## config.mk

```make
export PLATFORM = sky130hd
export DESIGN_NAME = piso_serializer_flat
export DESIGN_NICKNAME = d
export VERILOG_FILES = /design/src/rtl/piso_serializer_if.sv /design/src/rtl/piso_serializer.sv /design/src/flat_wrapper.sv
export SDC_FILE = /design/constraint.sdc
export NUM_CORES = 1
export LEC_CHECK = 0
export ABC_AREA = 1
export CAP_MARGIN = 30
export CELL_PAD_IN_SITES_DETAIL_PLACEMENT = 1
export CELL_PAD_IN_SITES_GLOBAL_PLACEMENT = 2
export CORE_MARGIN = 4
export CORE_UTILIZATION = 25
export CTS_CLUSTER_DIAMETER = 100
export DETAILED_ROUTE_END_ITERATION = 8
export PLACE_DENSITY = 0.85
export SYNTH_ARGS = -nofsm -noshare
export SYNTH_HDL_FRONTEND = slang
export SYNTH_SLANG_ARGS = --single-unit
export TNS_END_PERCENT = 100
```

## constraint.sdc

```tcl
create_clock -name clk -period 3 [get_ports clk]
set_clock_uncertainty 0.1 [all_clocks]
set_input_delay 0.3 -clock clk [delete_from_list [all_inputs] [get_ports clk]]
set_output_delay 0.3 -clock clk [all_outputs]
set_load 0.05 [all_outputs]
```

## src/rtl/piso_serializer_if.sv

```systemverilog
// rtl/piso_serializer_if.sv - parallel-load and serial-stream signals of the PISO serializer
// master drives the word and shift enable; slave is the serializer itself.
interface piso_serializer_if #(
  parameter int DW = 4
);
  logic          start;
  logic [DW-1:0] inp;
  logic          enb;
  logic          ready;
  logic          busy;
  logic          ser_valid;
  logic          ser_out;
  logic          done;

  modport master (
    output start, inp, enb,
    input  ready, busy, ser_valid, ser_out, done
  );

  modport slave (
    input  start, inp, enb,
    output ready, busy, ser_valid, ser_out, done
  );
endinterface

```

## src/rtl/piso_serializer.sv

```systemverilog
// rtl/piso_serializer.sv - parallel-in serial-out transmitter with ready/start load
// Shifts a DW-bit word out one bit per enabled cycle, MSB or LSB first.
module piso_serializer #(
  parameter int DW        = 4,
  parameter int MSB_FIRST = 1
) (
  input  logic                clk,
  input  logic                rst,
  piso_serializer_if.slave    bus
);
  localparam int CW = $clog2(DW + 1);

  typedef enum logic {IDLE, SHIFT} state_t;

  state_t        state_q, state_d;
  logic [DW-1:0] shreg_q, shreg_d;
  logic [CW-1:0] cnt_q,   cnt_d;
  logic          done_q,  done_d;

  always_ff @(posedge clk) begin
    if (!rst) begin
      state_q <= IDLE;
      shreg_q <= '0;
      cnt_q   <= '0;
      done_q  <= 1'b0;
    end else begin
      state_q <= state_d;
      shreg_q <= shreg_d;
      cnt_q   <= cnt_d;
      done_q  <= done_d;
    end
  end

  always_comb begin
    state_d = state_q;
    shreg_d = shreg_q;
    cnt_d   = cnt_q;
    done_d  = 1'b0;
    case (state_q)
      IDLE: begin
        if (bus.start) begin
          state_d = SHIFT;
          shreg_d = bus.inp;
          cnt_d   = CW'(DW);
        end
      end
      SHIFT: begin
        if (bus.enb) begin
          // Shift toward the output end so the next pending bit is always at the same position.
          if (MSB_FIRST != 0) shreg_d = {shreg_q[DW-2:0], 1'b0};
          else                shreg_d = {1'b0, shreg_q[DW-1:1]};
          cnt_d = cnt_q - CW'(1);
          if (cnt_q == CW'(1)) begin
            state_d = IDLE;
            done_d  = 1'b1;
          end
        end
      end
      default: state_d = IDLE;
    endcase
  end

  assign bus.ready     = (state_q == IDLE);
  assign bus.ser_valid = (state_q == SHIFT);
  assign bus.busy      = bus.ser_valid;
  assign bus.ser_out   = bus.ser_valid &
                         ((MSB_FIRST != 0) ? shreg_q[DW-1] : shreg_q[0]);
  assign bus.done      = done_q;
endmodule

```

## src/flat_wrapper.sv

```systemverilog
// flat-port wrapper written by rule: the top's interface ports become plain ports
module piso_serializer_flat 
#(
  parameter int DW        = 4,
  parameter int MSB_FIRST = 1
)
  (clk, rst, bus_start, bus_inp, bus_enb, bus_ready, bus_busy, bus_ser_valid, bus_ser_out, bus_done);
  piso_serializer_if #(.DW(DW)) bus_i ();
  input  logic clk;
  input  logic rst;
  input wire logic [$bits(bus_i.start)-1:0] bus_start;
  input wire logic [$bits(bus_i.inp)-1:0] bus_inp;
  input wire logic [$bits(bus_i.enb)-1:0] bus_enb;
  output wire logic [$bits(bus_i.ready)-1:0] bus_ready;
  output wire logic [$bits(bus_i.busy)-1:0] bus_busy;
  output wire logic [$bits(bus_i.ser_valid)-1:0] bus_ser_valid;
  output wire logic [$bits(bus_i.ser_out)-1:0] bus_ser_out;
  output wire logic [$bits(bus_i.done)-1:0] bus_done;
  assign bus_i.start = bus_start;
  assign bus_i.inp = bus_inp;
  assign bus_i.enb = bus_enb;
  assign bus_ready = bus_i.ready;
  assign bus_busy = bus_i.busy;
  assign bus_ser_valid = bus_i.ser_valid;
  assign bus_ser_out = bus_i.ser_out;
  assign bus_done = bus_i.done;
  piso_serializer #(.DW(DW), .MSB_FIRST(MSB_FIRST)) u_core (.clk(clk), .rst(rst), .bus(bus_i));
endmodule
```

==> impl_metrics.json, run 1 <==
{
  "critPathMaxFanout": 11,
  "clkSlewWorstSetupHoldPaths_ns": 0.06,
  "ys_seq_elements": 9,
  "first_global_vias": 409,
  "ys_top_cells_by_count": "14 x nand2_1, 9 x dfxtp_1, 7 x nor2_1",
  "dr.first_iter.drc_count": 1,
  "synthTopCellsByArea": "dfxtp_1 40%, nand2_1 12%, nor2_1 5.8%",
  "seqPwrFrac": 0.456,
  "grt_max_degree": 12,
  "grtUsageTotal": 0.0989,
  "drtPass1Iterations": 4,
  "synth-main-ff-cell": "dfxtp_1",
  "cp_slowest_stage_delay_ns": 0.79,
  "yosysSeqAreaShare": 0.398,
  "die_w_um": 50.6,
  "grt_overflow": 0,
  "cts_buffers": 3,
  "hold_end": "u_core.cnt_q[1]",
  "swShare": 0.307,
  "power.internal_mw": 0.207,
  "hpwlAfterDp_um": 878,
  "wl_per_cell_um": 10.9,
  "ctsHtreeMaxLevel": 1,
  "avgSynthCellArea_um2": 7.55,
  "post_cts_resized": 0,
  "syn_inst": 60,
  "stdcell_count": 99,
  "slew_headroom": 0.669,
  "area_growth_pct": 35.1,
  "clock_sinks": 9,
  "layout-drive-gt1-share": 0.122,
  "path_class": "reg2out",
  "numPlacedInstances": 95,
  "maxCapViolCount": 0,
  "critPathRequiredTime_ns": 2.60,
  "yosys_warnings": 0,
  "fillers": 226,
  "synthesis.area_um2": 453,
  "setup_viol": 0,
  "ys_types": 19,
  "synth_edf_count": 0,
  "peakVddDrop_uv": 254,
  "port_buffers": 12,
  "end_kind": "output pin",
  "yosys.area.top_type": "dfxtp_1",
  "cp.arrival_ns": 1.83,
  "hold_violations": 0,
  "drc_errors": 0,
  "rr_worst_depth": 5,
  "via_per_inst": 4.20,
  "hold_class": "reg2reg",
  "n_antenna_cell": 0,
  "p_clk_frac": 0.318,
  "die_height_um": 50.6,
  "grt_pass1_wl_um": 1860,
  "synth-async-reset-ratio": 0,
  "worst_pin_slew_ns": 0.495,
  "p_per_area_nw_per_um2": 488,
  "reg2reg_from": "u_core.bus.busy",
  "vias": 416,
  "worstHoldStart": "u_core.cnt_q[1]",
  "synth_top_cell_area_share": 0.398,
  "status": "completed",
  "cts_max_path_buffers": 2,
  "gp_congestion": 0.668,
  "start_kind": "register",
  "min_period_ns": 2.23,
  "multiInputGateArea_um2": 216,
  "io_pins": 13,
  "rsz0062_at_grt": "no",
  "cts.hold.buffers_added": 0,
  "synth_most_common_cell": "nand2_1",
  "fp-row-count": 15,
  "root_buffer": "clkbuf_4",
  "ff2ff_setup_slack_ns": 1.68,
  "totalWireLength_um": 1080,
  "worstPathCellList": "nand2_1 > inv_1 > clkdlybuf4s50_1",
  "seq_area_um2": 180,
  "worstSkewPairLatency_ns": 0.26,
  "power_frac_comb": 0.225,
  "ant_nets": 0,
  "clock.fmax_mhz": 448,
  "final_nets": 85,
  "postCtsSetupRepairBufs": 0,
  "start_util": 0.262,
  "p_sw_mw": 0.0918,
  "reg2reg_to": "u_core.cnt_q[1]",
  "cts_tree": "built",
  "post-route-period-util": 0.744,
  "dieArea_um2": 2560,
  "antenna_found_initial": 0,
  "syn_nets": 70,
  "p_leak_nw": 0.272,
  "final_max_slew_viol_count": 0,
  "slowest_stage": "clkdlybuf4s50_1",
  "hold_depth": 2,
  "finalSetupTns_ns": 0,
  "coreArea_um2": 1730
}
-- layer usage --
layer / GRT usage / up-vias / part of all wire
met4: 0.0404 / 0 / 0.014
met5: 0 / - / 0
met1: 0.101 / 184 / 0.44
li1: - / 219 / -
met3: 0.0415 / 2 / 0.050
met2: 0.176 / 11 / 0.49
-- through the flow --
stage | hold WS (ns) | setup WS [ns] | total power, mW | utilization | cell area (um2)
after floorplan | 0.298 | 1.39 | 0.183 | - | 453
after global placement | 0.368 | 1.09 | 0.206 | 0.339 | 586
after detailed placement | 0.385 | 1.06 | 0.207 | 0.339 | 586
after CTS | 0.398 | 0.754 | 0.306 | 0.354 | 612
after global routing | 0.427 | 0.676 | 0.322 | 0.354 | 612
final | 0.394 | 0.769 | 0.299 | 0.354 | 612
-- registers in the layout (all words and copies together) (netlist names) --
| register | count |
|---|---|
| u_core.bus.busy | 1 |
| u_core.bus.done | 1 |
| u_core.shreg_q | 4 |
| u_core.cnt_q | 3 |
-- final cells by class --
type	instances	share of cell area
timing repair buffer	12	0.196
clock buffer	4	0.0429
tap	25	0.0511
multi-input combinational	41	0.354
sequential	9	0.294
inverter	8	0.0613
-- worst max-delay path by stage --
stage,slack (ns),from,end
after global routing,0.68,u_core.bus.busy,bus_ser_out
after floorplan,1.39,u_core.bus.busy,bus_ser_out
final,0.77,u_core.bus.busy,bus_ser_out
after global placement,1.09,u_core.bus.busy,bus_ser_out
after CTS,0.75,u_core.bus.busy,bus_ser_out
after detailed placement,1.06,u_core.bus.busy,bus_ser_out
-- kinds of logic (layout without fill, tap and decap cells) --
group	Yosys count	count (layout)	synth area share
simple gates	30	30	0.307
fa+ha+maj	2	2	0.0552
flops	9	9	0.398
compound gates	9	9	0.116
buf+inv	10	24	0.124
-- worst max-delay path, delay by kind of cell, from the launching register on --
| family | cells | cell delay, ns |
|---|---|---|
| buffers and inverters | 2 | 0.85 |
| DFF | 1 | 0.62 |
| and+or+nand+nor | 1 | 0.10 |
-- power by group through the flow --
stage | clock network [mW] | logic (mW) | registers [mW]
floorplan | 0 | 0.0444 | 0.139
global placement | 0 | 0.0670 | 0.139
detailed placement | 0 | 0.0685 | 0.139
CTS | 0.101 | 0.0687 | 0.136
global route | 0.110 | 0.0746 | 0.138
finish | 0.0951 | 0.0673 | 0.136
-- cells in the final DEF (no fill, tap or decap), drive strengths merged --
cell type and count:
nand2 17, clkdlybuf4s50 12, dfxtp 9, inv 8, nor2 7, o21ai 6, nand3 5, clkbuf 4
ha 2, a31oi 1, a21boi 1, a21oi 1, nand4 1
(Power assumes the default switching activity.)
==> run 2: changes to the inputs <==
--- a/config.mk
+++ b/config.mk
@@ -10,10 +10,10 @@
 export CELL_PAD_IN_SITES_DETAIL_PLACEMENT = 1
 export CELL_PAD_IN_SITES_GLOBAL_PLACEMENT = 2
 export CORE_MARGIN = 4
-export CORE_UTILIZATION = 25
+export CORE_UTILIZATION = 24
 export CTS_CLUSTER_DIAMETER = 100
 export DETAILED_ROUTE_END_ITERATION = 8
-export PLACE_DENSITY = 0.85
+export PLACE_DENSITY = 0.83
 export SYNTH_ARGS = -nofsm -noshare
 export SYNTH_HDL_FRONTEND = slang
 export SYNTH_SLANG_ARGS = --single-unit
==> constraint.sdc (replaced) <==
create_clock -name clk -period 2.2 [get_ports clk]
set_clock_uncertainty 0.1 [all_clocks]
set_input_delay 0.22 -clock clk [delete_from_list [all_inputs] [get_ports clk]]
set_output_delay 0.22 -clock clk [all_outputs]
set_load 0.05 [all_outputs]
==> run 2 against run 1 <==
- via count rose by 2.6%
- sequential share of layout area fell by 0.12 points
- non-clock buffer count did not move
- global-route usage fell by 0.81 points
- combinational power rose by 35%
- clock-buffer cell count did not move
- power rose by 37%
- register-to-register slack got worse by 0.77 ns
- final cell count did not move
- clock power rose by 40%
- critical path type unchanged
- largest cell class unchanged
- largest power group unchanged
==> impl_metrics.json, run 2 (synthesized netlist as in run 1, its figures left out) <==
{
  "status": "completed",
  "stdcell_count": 99,
  "worstHoldStart": "u_core.cnt_q[0]",
  "peakVddDrop_uv": 253,
  "numPlacedInstances": 95,
  "rr_worst_depth": 5,
  "largest_register_ffs": 4,
  "via_per_inst": 4.31,
  "start_kind": "register",
  "die_height_um": 51.4,
  "start_util": 0.257,
  "final_nets": 85,
  "clock.fmax_mhz": 478,
  "crit_buf_inv": 1,
  "cp_slowest_stage_delay_ns": 0.90,
  "n_antenna_cell": 0,
  "die_w_um": 51.4,
  "setup_viol": 0,
  "cts_tree": "built",
  "post-route-period-util": 0.951,
  "critPathRequiredTime_ns": 1.88,
  "drtPass1Iterations": 2,
  "totalWireLength_um": 1090,
  "ctsHtreeMaxLevel": 1,
  "dr.first_iter.drc_count": 3,
  "hpwlAfterDp_um": 832,
  "slowest_stage": "clkdlybuf4s50_1",
  "clkSlewWorstSetupHoldPaths_ns": 0.07,
  "cts_max_path_buffers": 2,
  "hold_violations": 0,
  "grt_overflow": 0,
  "path_delay_family": "buffers and inverters",
  "fillers": 233,
  "port_buffers": 12,
  "ant_nets": 0,
  "final_common_cell": "nand2_1",
  "hold_depth": 1,
  "final_max_slew_viol_count": 0,
  "grt_pass1_wl_um": 1750,
  "root_buffer": "clkbuf_4",
  "reg2reg_from": "u_core.bus.busy",
  "seq_area_um2": 180,
  "wl_per_cell_um": 11.0,
  "worstSkewPairLatency_ns": 0.27,
  "gp_congestion": 0.690,
  "p_per_area_nw_per_um2": 668,
  "area_growth_pct": 35.6,
  "largestRegisters": "u_core.shreg_q (4), u_core.cnt_q (3)",
  "critPathMaxFanout": 11,
  "p_leak_nw": 0.290,
  "worstPathCellList": "clkdlybuf4s50_1",
  "cp.arrival_ns": 1.77,
  "end_kind": "output pin",
  "worst_pin_slew_ns": 0.515,
  "first_global_vias": 407,
  "hold_end": "u_core.cnt_q[0]",
  "layout-drive-gt1-share": 0.122,
  "coreArea_um2": 1760,
  "slew_headroom": 0.656,
  "layout_common_cells": "14 x nand2_1, 11 x clkdlybuf4s50_1, 9 x dfxtp_1",
  "cts_buffers": 3,
  "dieArea_um2": 2650,
  "vias": 427,
  "hold_class": "reg2reg",
  "post_cts_resized": 0,
  "grt_max_degree": 12,
  "ff2ff_setup_slack_ns": 0.91,
  "clock_sinks": 9,
  "cts.hold.buffers_added": 0,
  "drc_errors": 0,
  "rsz0062_at_grt": "no",
  "maxCapViolCount": 0,
  "finalSetupTns_ns": 0,
  "io_pins": 13,
  "min_period_ns": 2.09,
  "grtUsageTotal": 0.0907,
  "path_class": "reg2out",
  "postCtsSetupRepairBufs": 0,
  "crit_start": "u_core.bus.busy",
  "largest_register": "u_core.shreg_q",
  "antenna_found_initial": 0,
  "fp-row-count": 15,
  "reg2reg_to": "u_core.shreg_q[2]",
  "multiInputGateArea_um2": 216
}
==> run 2: cell types whose count changed in the layout (fill, tap and decap cells not counted), sizes merged <==
cell	before	now
clkdlybuf4s50	12	11
dlymetal6s2s	0	1
==> run 2: layout make-up <==
| cell class | count | area share |
|---|---|---|
| multi-input combinational | 41 | 0.352 |
| timing repair buffer | 12 | 0.200 |
| tap | 25 | 0.0509 |
| sequential | 9 | 0.293 |
| clock buffer | 4 | 0.0428 |
| inverter | 8 | 0.0611 |
==> run 2: where the power goes <==
group | internal (mW) | total, mW | switching, mW
clock | 0.0701 | 0.133 | 0.0633
sequential | 0.175 | 0.186 | 0.0112
combinational | 0.0370 | 0.0910 | 0.0540
total | 0.282 | 0.411 | 0.128
==> run 2: worst max-delay path by stage <==
stage                                to  slack, ns  depth (start not counted)
after global routing      bus_ser_valid       0.05                          1
after CTS                   bus_ser_out       0.02                          3
after global placement      bus_ser_out       0.37                          3
after floorplan             bus_ser_out       0.67                          3
final                          bus_busy       0.11                          1
after detailed placement    bus_ser_out       0.32                          3
==> run 2: layer usage <==
metal	share of wire	up-vias	GRT usage
met4	0.0037	0	0.0131
met2	0.48	11	0.155
met1	0.44	195	0.0970
met5	0	-	0
li1	-	219	-
met3	0.076	2	0.0554
==> run 2: per-stage QoR <==
step | instance area, um2 | worst slack [ns] | utilization | hold slack (ns) | total power [mW]
after detailed placement | 586 | 0.316 | 0.332 | 0.391 | 0.281
final | 614 | 0.108 | 0.348 | 0.390 | 0.411
after global placement | 586 | 0.372 | 0.332 | 0.367 | 0.280
after global routing | 614 | 0.0518 | 0.348 | 0.427 | 0.439
after floorplan | 453 | 0.666 | - | 0.218 | 0.250
after CTS | 612 | 0.0207 | 0.347 | 0.396 | 0.417
